**src/rtl/counter_pkg.sv**
```systemverilog
// Shared types and elaboration helpers for the BCD/modulo counter chain.
// Imported by the digit, the chain top and its interface.
package counter_pkg;

  typedef enum logic [1:0] {
    STEP_HOLD,
    STEP_UP,
    STEP_DOWN
  } step_e;

  function automatic int dw_of(input int radix);
    return (radix <= 2) ? 1 : $clog2(radix);
  endfunction

  function automatic bit params_ok(
    input int digits,
    input int radix
  );
    return (digits >= 1) && (radix >= 2) && (radix <= 16);
  endfunction

endpackage

```
**src/rtl/bcd_counter_chain_if.sv**
```systemverilog
// Command/status bundle between a counter chain and its driver.
// Digit i of load_val/out sits at bits [i*DW +: DW].
interface bcd_counter_chain_if
  import counter_pkg::*;
#(
  parameter int DIGITS = 4,
  parameter int RADIX  = 10
);
  localparam int DW = dw_of(RADIX);

  logic                 clear;
  logic                 load;
  logic [DIGITS*DW-1:0] load_val;
  logic                 inc;
  logic                 dec;
  logic                 wrap_en;
  logic [DIGITS*DW-1:0] out;
  logic                 carry_out;
  logic                 borrow_out;
  logic                 overflow;
  logic                 load_err;

  modport master (
    output clear, load, load_val,
    output inc, dec, wrap_en,
    input  out, carry_out, borrow_out,
    input  overflow, load_err
  );

  modport slave (
    input  clear, load, load_val,
    input  inc, dec, wrap_en,
    output out, carry_out, borrow_out,
    output overflow, load_err
  );

endinterface

```
**src/rtl/bcd_digit.sv**
```systemverilog
// One modulo-RADIX digit: clear, clamped load, and enabled up/down step
// that rolls over at the ends. Saturation is decided by the chain.
module bcd_digit
  import counter_pkg::*;
#(
  parameter  int RADIX = 10,
  localparam int DW    = dw_of(RADIX)
) (
  input  logic          clk,
  input  logic          rst_n,
  input  logic          clear,
  input  logic          load,
  input  logic [DW-1:0] ld_digit,
  input  step_e         step,
  input  logic          en,
  output logic [DW-1:0] q,
  output logic          at_max,
  output logic          at_zero
);

  localparam logic [DW-1:0] MAX = DW'(RADIX - 1);

  logic [DW-1:0] q_q;
  logic [DW-1:0] q_d;

  assign at_max  = (q_q == MAX);
  assign at_zero = (q_q == '0);
  assign q       = q_q;

  always_comb begin
    q_d = q_q;
    if (clear) begin
      q_d = '0;
    end else if (load) begin
      q_d = (ld_digit > MAX) ? MAX : ld_digit;
    end else if (en) begin
      unique case (step)
        STEP_UP:   q_d = at_max  ? '0  : q_q + DW'(1);
        STEP_DOWN: q_d = at_zero ? MAX : q_q - DW'(1);
        default:   q_d = q_q;
      endcase
    end
  end

  always_ff @(posedge clk or negedge rst_n) begin
    if (!rst_n) q_q <= '0;
    else        q_q <= q_d;
  end

endmodule

```
**src/rtl/bcd_counter_chain.sv**
```systemverilog
// Multi-digit modulo-RADIX counter: step decode, carry/borrow prefix
// chains, end-of-range wrap/saturate, sticky overflow, load_err pulse.
module bcd_counter_chain
  import counter_pkg::*;
#(
  parameter int DIGITS = 4,
  parameter int RADIX  = 10
) (
  input logic                 clk,
  input logic                 rst_n,
  bcd_counter_chain_if.slave  bus
);

  localparam int DW = dw_of(RADIX);

  if (!params_ok(DIGITS, RADIX)) begin : g_bad_params
    $error("bcd_counter_chain: DIGITS>=1, RADIX in 2..16");
  end

  step_e             step;
  logic [DIGITS-1:0] at_max;
  logic [DIGITS-1:0] at_zero;
  logic [DIGITS-1:0] up_pre;
  logic [DIGITS-1:0] dn_pre;
  logic [DIGITS-1:0] en;
  logic              all_max;
  logic              all_zero;
  logic              term;
  logic              sat;
  logic              any_clamp;
  logic              overflow_q, overflow_d;
  logic              load_err_q, load_err_d;

  always_comb begin
    step = STEP_HOLD;
    if (!bus.clear && !bus.load) begin
      if (bus.inc && !bus.dec)      step = STEP_UP;
      else if (bus.dec && !bus.inc) step = STEP_DOWN;
    end
  end

  // Digit i moves only when every lower digit is about to roll over.
  always_comb begin
    up_pre    = '0;
    dn_pre    = '0;
    up_pre[0] = 1'b1;
    dn_pre[0] = 1'b1;
    for (int i = 1; i < DIGITS; i++) begin
      up_pre[i] = up_pre[i-1] & at_max[i-1];
      dn_pre[i] = dn_pre[i-1] & at_zero[i-1];
    end
  end

  assign all_max  = &at_max;
  assign all_zero = &at_zero;
  assign term     = ((step == STEP_UP) && all_max)
                 || ((step == STEP_DOWN) && all_zero);
  assign sat      = term && !bus.wrap_en;

  always_comb begin
    any_clamp = 1'b0;
    for (int i = 0; i < DIGITS; i++) begin
      if (bus.load_val[i*DW +: DW] > DW'(RADIX - 1)) any_clamp = 1'b1;
    end
  end

  for (genvar i = 0; i < DIGITS; i++) begin : g_digit
    assign en[i] = !sat
      && (((step == STEP_UP)   && up_pre[i])
       || ((step == STEP_DOWN) && dn_pre[i]));

    bcd_digit #(.RADIX(RADIX)) u_digit (
      .clk      (clk),
      .rst_n    (rst_n),
      .clear    (bus.clear),
      .load     (bus.load),
      .ld_digit (bus.load_val[i*DW +: DW]),
      .step     (step),
      .en       (en[i]),
      .q        (bus.out[i*DW +: DW]),
      .at_max   (at_max[i]),
      .at_zero  (at_zero[i])
    );
  end

  assign bus.carry_out  = bus.inc && !bus.dec && all_max
                       && !bus.clear && !bus.load;
  assign bus.borrow_out = bus.dec && !bus.inc && all_zero
                       && !bus.clear && !bus.load;

  always_comb begin
    overflow_d = overflow_q;
    load_err_d = 1'b0;
    if (bus.clear) begin
      overflow_d = 1'b0;
    end else if (bus.load) begin
      load_err_d = any_clamp;
    end else if (term) begin
      overflow_d = 1'b1;
    end
  end

  always_ff @(posedge clk or negedge rst_n) begin
    if (!rst_n) begin
      overflow_q <= 1'b0;
      load_err_q <= 1'b0;
    end else begin
      overflow_q <= overflow_d;
      load_err_q <= load_err_d;
    end
  end

  assign bus.overflow = overflow_q;
  assign bus.load_err = load_err_q;

endmodule

```
**src/flat_wrapper.sv**
```systemverilog
// flat-port wrapper written by rule: the top's interface ports become plain ports
module bcd_counter_chain_flat import counter_pkg::*;
#(
  parameter int DIGITS = 4,
  parameter int RADIX  = 10
)
  (clk, rst_n, bus_clear, bus_load, bus_load_val, bus_inc, bus_dec, bus_wrap_en, bus_out, bus_carry_out, bus_borrow_out, bus_overflow, bus_load_err);
  bcd_counter_chain_if #(.DIGITS(DIGITS), .RADIX(RADIX)) bus_i ();
  input logic clk;
  input logic rst_n;
  input wire logic [$bits(bus_i.clear)-1:0] bus_clear;
  input wire logic [$bits(bus_i.load)-1:0] bus_load;
  input wire logic [$bits(bus_i.load_val)-1:0] bus_load_val;
  input wire logic [$bits(bus_i.inc)-1:0] bus_inc;
  input wire logic [$bits(bus_i.dec)-1:0] bus_dec;
  input wire logic [$bits(bus_i.wrap_en)-1:0] bus_wrap_en;
  output wire logic [$bits(bus_i.out)-1:0] bus_out;
  output wire logic [$bits(bus_i.carry_out)-1:0] bus_carry_out;
  output wire logic [$bits(bus_i.borrow_out)-1:0] bus_borrow_out;
  output wire logic [$bits(bus_i.overflow)-1:0] bus_overflow;
  output wire logic [$bits(bus_i.load_err)-1:0] bus_load_err;
  assign bus_i.clear = bus_clear;
  assign bus_i.load = bus_load;
  assign bus_i.load_val = bus_load_val;
  assign bus_i.inc = bus_inc;
  assign bus_i.dec = bus_dec;
  assign bus_i.wrap_en = bus_wrap_en;
  assign bus_out = bus_i.out;
  assign bus_carry_out = bus_i.carry_out;
  assign bus_borrow_out = bus_i.borrow_out;
  assign bus_overflow = bus_i.overflow;
  assign bus_load_err = bus_i.load_err;
  bcd_counter_chain #(.DIGITS(DIGITS), .RADIX(RADIX)) u_core (.clk(clk), .rst_n(rst_n), .bus(bus_i));
endmodule
```
**config.mk**
```make
export PLATFORM = sky130hd
export DESIGN_NAME = bcd_counter_chain_flat
export DESIGN_NICKNAME = d
export VERILOG_FILES = /design/src/rtl/counter_pkg.sv /design/src/rtl/bcd_counter_chain_if.sv /design/src/rtl/bcd_digit.sv /design/src/rtl/bcd_counter_chain.sv /design/src/flat_wrapper.sv
export SDC_FILE = /design/constraint.sdc
export NUM_CORES = 1
export LEC_CHECK = 0
export ABC_AREA = 1
export BUFFER_PORTS_ARGS = -buffer_cell sky130_fd_sc_hd__buf_2
export CORE_UTILIZATION = 56
export CTS_CLUSTER_DIAMETER = 150
export CTS_CLUSTER_SIZE = 20
export DETAILED_ROUTE_END_ITERATION = 7
export MAX_ROUTING_LAYER = met4
export PLACE_DENSITY = 0.8
export SLEW_MARGIN = 25
export SYNTH_ARGS = -nofsm -noshare
export SYNTH_HDL_FRONTEND = slang
export SYNTH_HIERARCHICAL = 1
export SYNTH_SLANG_ARGS = --single-unit
```
**constraint.sdc**
```tcl
create_clock -name clk -period 2.6 [get_ports clk]
set_input_delay 0.52 -clock clk [delete_from_list [all_inputs] [get_ports clk]]
set_output_delay 0.52 -clock clk [all_outputs]
set_load 0.01 [all_outputs]
```
==> impl_metrics.py <==
metrics = {
    "sta": {
        "holdWs_ns": 0.196,
        "setup_tns_ns": 0,
        "max_freq_ghz": 0.418,
        "layout_setup_ws_ns": 0.208,
        "hold_violations": 0,
        "setup_violations": 0,
        "worstMarginPinSlew_ns": 0.445,
        "skew_ns": 0.00121,
        "max_slew_margin_pct": 70.3,
        "timing.final.crit_share_pct": 92.0,
        "rsz0062_at_grt": "false",
        "report.final.slew_viol_count": 0,
        "min_period_ns": 2.39,
    },
    "setup_path": {
        "r2r_slack_ns": 0.33,
        "crit_slowest_cell": "dfrtp_1",
        "crit_top_cell": "nand2_1",
        "r2r_cells": 17,
        "regToRegStartpoint": "u_core/g_digit[1].u_digit/q[0]",
        "cp.required_ns": 2.08,
        "worst_setup_path_end_kind": "output pin",
        "path_class": "reg -> out",
        "crit_chain": "inv_1 -> ha_1 -> nand2_1 -> nor2_2 -> nand2_1 -> nor2_1 -> and2_1 -> buf_2",
        "cp.arrival_ns": 1.87,
        "crit_path_max_incr_delay_ns": 0.44,
        "startpoint": "u_core/g_digit[1].u_digit/q[0]",
        "crit_path_end": "bus_borrow_out",
        "cp-start-kind": "flip-flop",
        "timing.rr.end": "u_core/g_digit[3].u_digit/q[3]",
        "worstPathMaxFanout": 7,
    },
    "global_route": {
        "antenna_found_initial": 0,
        "grt_max_degree": 20,
        "track_usage_pct": 27.1,
        "grt_pass1_vias": 2106,
        "grt_remaining_overflow": 0,
        "grt_pass1_wl_mm": 8.69,
    },
    "die": {
        "die_w_um": 64.0,
        "initial_utilization_pct": 58.8,
        "num_rows": 22,
        "io-pin-count": 43,
        "core-area_mm2": 0.00366,
        "die_h_um": 64.0,
        "die-area_mm2": 0.00410,
    },
    "layout": {
        "antenna_cells": 0,
        "final_util_pct": 68.5,
        "layout.nets": 461,
        "final_area_mm2": 0.00251,
        "final_cells": 463,
        "final_cell_mix": "nand2_1, inv_1, nand3_1",
        "mostFrequentLayoutCell": "nand2_1",
        "area_delta_synth_final_pct": 16.5,
        "layout-drive-gt1-share_pct": 21.7,
    },
    "clock_tree": {
        "h-tree-depth": 1,
        "cts.reportedPaths.clkPinSlew_ns": 0.08,
        "clockBufferDepth": 2,
        "cts_made_buffers": 3,
        "cts_tree": "yes",
        "cts_sinks": 18,
        "insertion_delay_ns": 0.26,
        "root_buffer": "clkbuf_8",
        "hold_buffers": 0,
    },
    "detailed_routing": {
        "drc": 0,
        "ant_nets": 0,
        "wl_mm": 4.98,
        "wl_per_cell_um": 10.8,
        "vias_per_cell": 5.12,
        "dr.pass1.iters": 4,
        "drtIter0Drc": 153,
        "num_vias": 2369,
    },
    "yosys": {
        "yosys.area_share.xor_xnor_pct": 0,
        "synth_top_family_by_area": "simple AND/OR/NAND/NOR gates",
        "synth_top_area_share_pct": 20.9,
        "yosysWarnings": 6,
        "synth-simple-area-share_pct": 45.6,
        "syn_area_mm2": 0.00215,
        "synthAdderAreaFrac_pct": 12.8,
        "ys.flop_type": "dfrtp_1",
        "synth_edf_count": 0,
        "synth_compound_area_share_pct": 9.76,
        "async_flop_share_pct": 100,
        "yosysUniqueCellTypes": 19,
        "synthMuxAreaShare_pct": 0,
        "synth.area.top_cells": "dfrtp_1, nand2_1, ha_1",
        "ys_ff_latch": 18,
        "synth_area_per_cell_um2": 5.90,
        "ys_seq_area_share_pct": 20.9,
        "syn_inst": 365,
        "synth_nets": 410,
        "yosysTopAreaCell": "dfrtp_1",
    },
    "placement": {
        "numPortBuffers": 42,
        "dp_cells": 459,
        "pre_cts_ws_ns": 0.267,
        "hpwl_mm": 3.85,
        "place_congestion": 0.908,
        "placed_cell_area_mm2": 0.00245,
    },
    "outcome": {
        "outcome": "complete, no violations",
    },
    "hold_path": {
        "hp-class": "in -> async",
    },
    "pwr": {
        "p_sw_mw": 0.389,
        "clkPwrFrac_pct": 24.8,
        "p_leak_nw": 1.39,
        "total_power_mw": 0.973,
        "power_density_mw_per_mm2": 388,
        "ir_drop_v": 0.000274,
        "swShare_pct": 40.0,
        "p_int_mw": 0.584,
        "seqPwrFrac_pct": 36.0,
        "combPwrFrac_pct": 39.2,
    },
    "flow_run": {
        "cap_violations": 0,
    },
}
## cell families after synthesis
group / Yosys count
flip-flops: 18
adder cells (fa/ha/maj): 22
buffers and inverters: 63
AND/OR/NAND/NOR: 221
AO/OA/AOI/OAI: 41
## metal layers
layer,share of wire (%),GRT usage (%),vias to the layer above
li1,-,-,1244
met1,46,35.0,1054
met2,48,44.4,65
met3,4.8,2.50,6
met4,1.0,9.09,0
met5,0,-,-
## worst min-delay path by stage
stage                     start                              to  slack [ns]  cells after the start
after global routing      rst_n  u_core/g_digit[3].u_digit/q[1]        0.22                      1
final                     rst_n  u_core/g_digit[3].u_digit/q[1]        0.20                      1
after CTS                 rst_n  u_core/g_digit[3].u_digit/q[1]        0.21                      1
after global placement    rst_n  u_core/g_digit[3].u_digit/q[1]        0.49                      1
after detailed placement  rst_n  u_core/g_digit[3].u_digit/q[1]        0.50                      1
after floorplan           rst_n             u_core/bus.load_err        0.22                      0
## registers in the layout, summed over array words and instances, names as in the netlist
signal	cells
u_core/bus.load_err	1
u_core/g_digit.u_digit/q	16
u_core/bus.overflow	1
## layout make-up
type | instances | area, um^2
well taps | 48 | 60.1
repair buffers | 46 | 240
inverters | 63 | 236
fillers | 343 | 1150
flip-flops and latches | 18 | 450
multi-input cells | 284 | 1470
clock buffers | 4 | 55.1
## power groups by stage
stage | combinational, mW | clock, mW | sequential, mW
6_report | 0.381 | 0.241 | 0.351
5_1_grt | 0.439 | 0.258 | 0.357
4_1_cts | 0.380 | 0.248 | 0.350
3_5_place_dp | 0.377 | 0 | 0.356
3_3_place_gp | 0.371 | 0 | 0.355
2_1_floorplan | 0.251 | 0 | 0.362
## Yosys cell counts (5+ instances only)
master,n
dfrtp_1,18
nand2_2,5
o21ai_0,18
nor2_1,41
inv_2,16
ha_1,22
inv_1,47
nand2_1,106
nand3_1,45
nor2_2,12
a21oi_1,14
o21ai_1,7
## worst max-delay path, delay by kind of cell (launching register included)
family	cells	cell delay (ns)
fa+ha+maj	1	0.21
buf+inv	2	0.33
flops	1	0.44
simple gates	5	0.63
## what timing repair did
item                                    CTS  global route
hold endpoints to repair                  0             0
endpoints found under the setup margin    0             1
buffers inserted                          0             0
resized for setup                         0             1
Note: power is estimated with default switching activity, not from simulation.
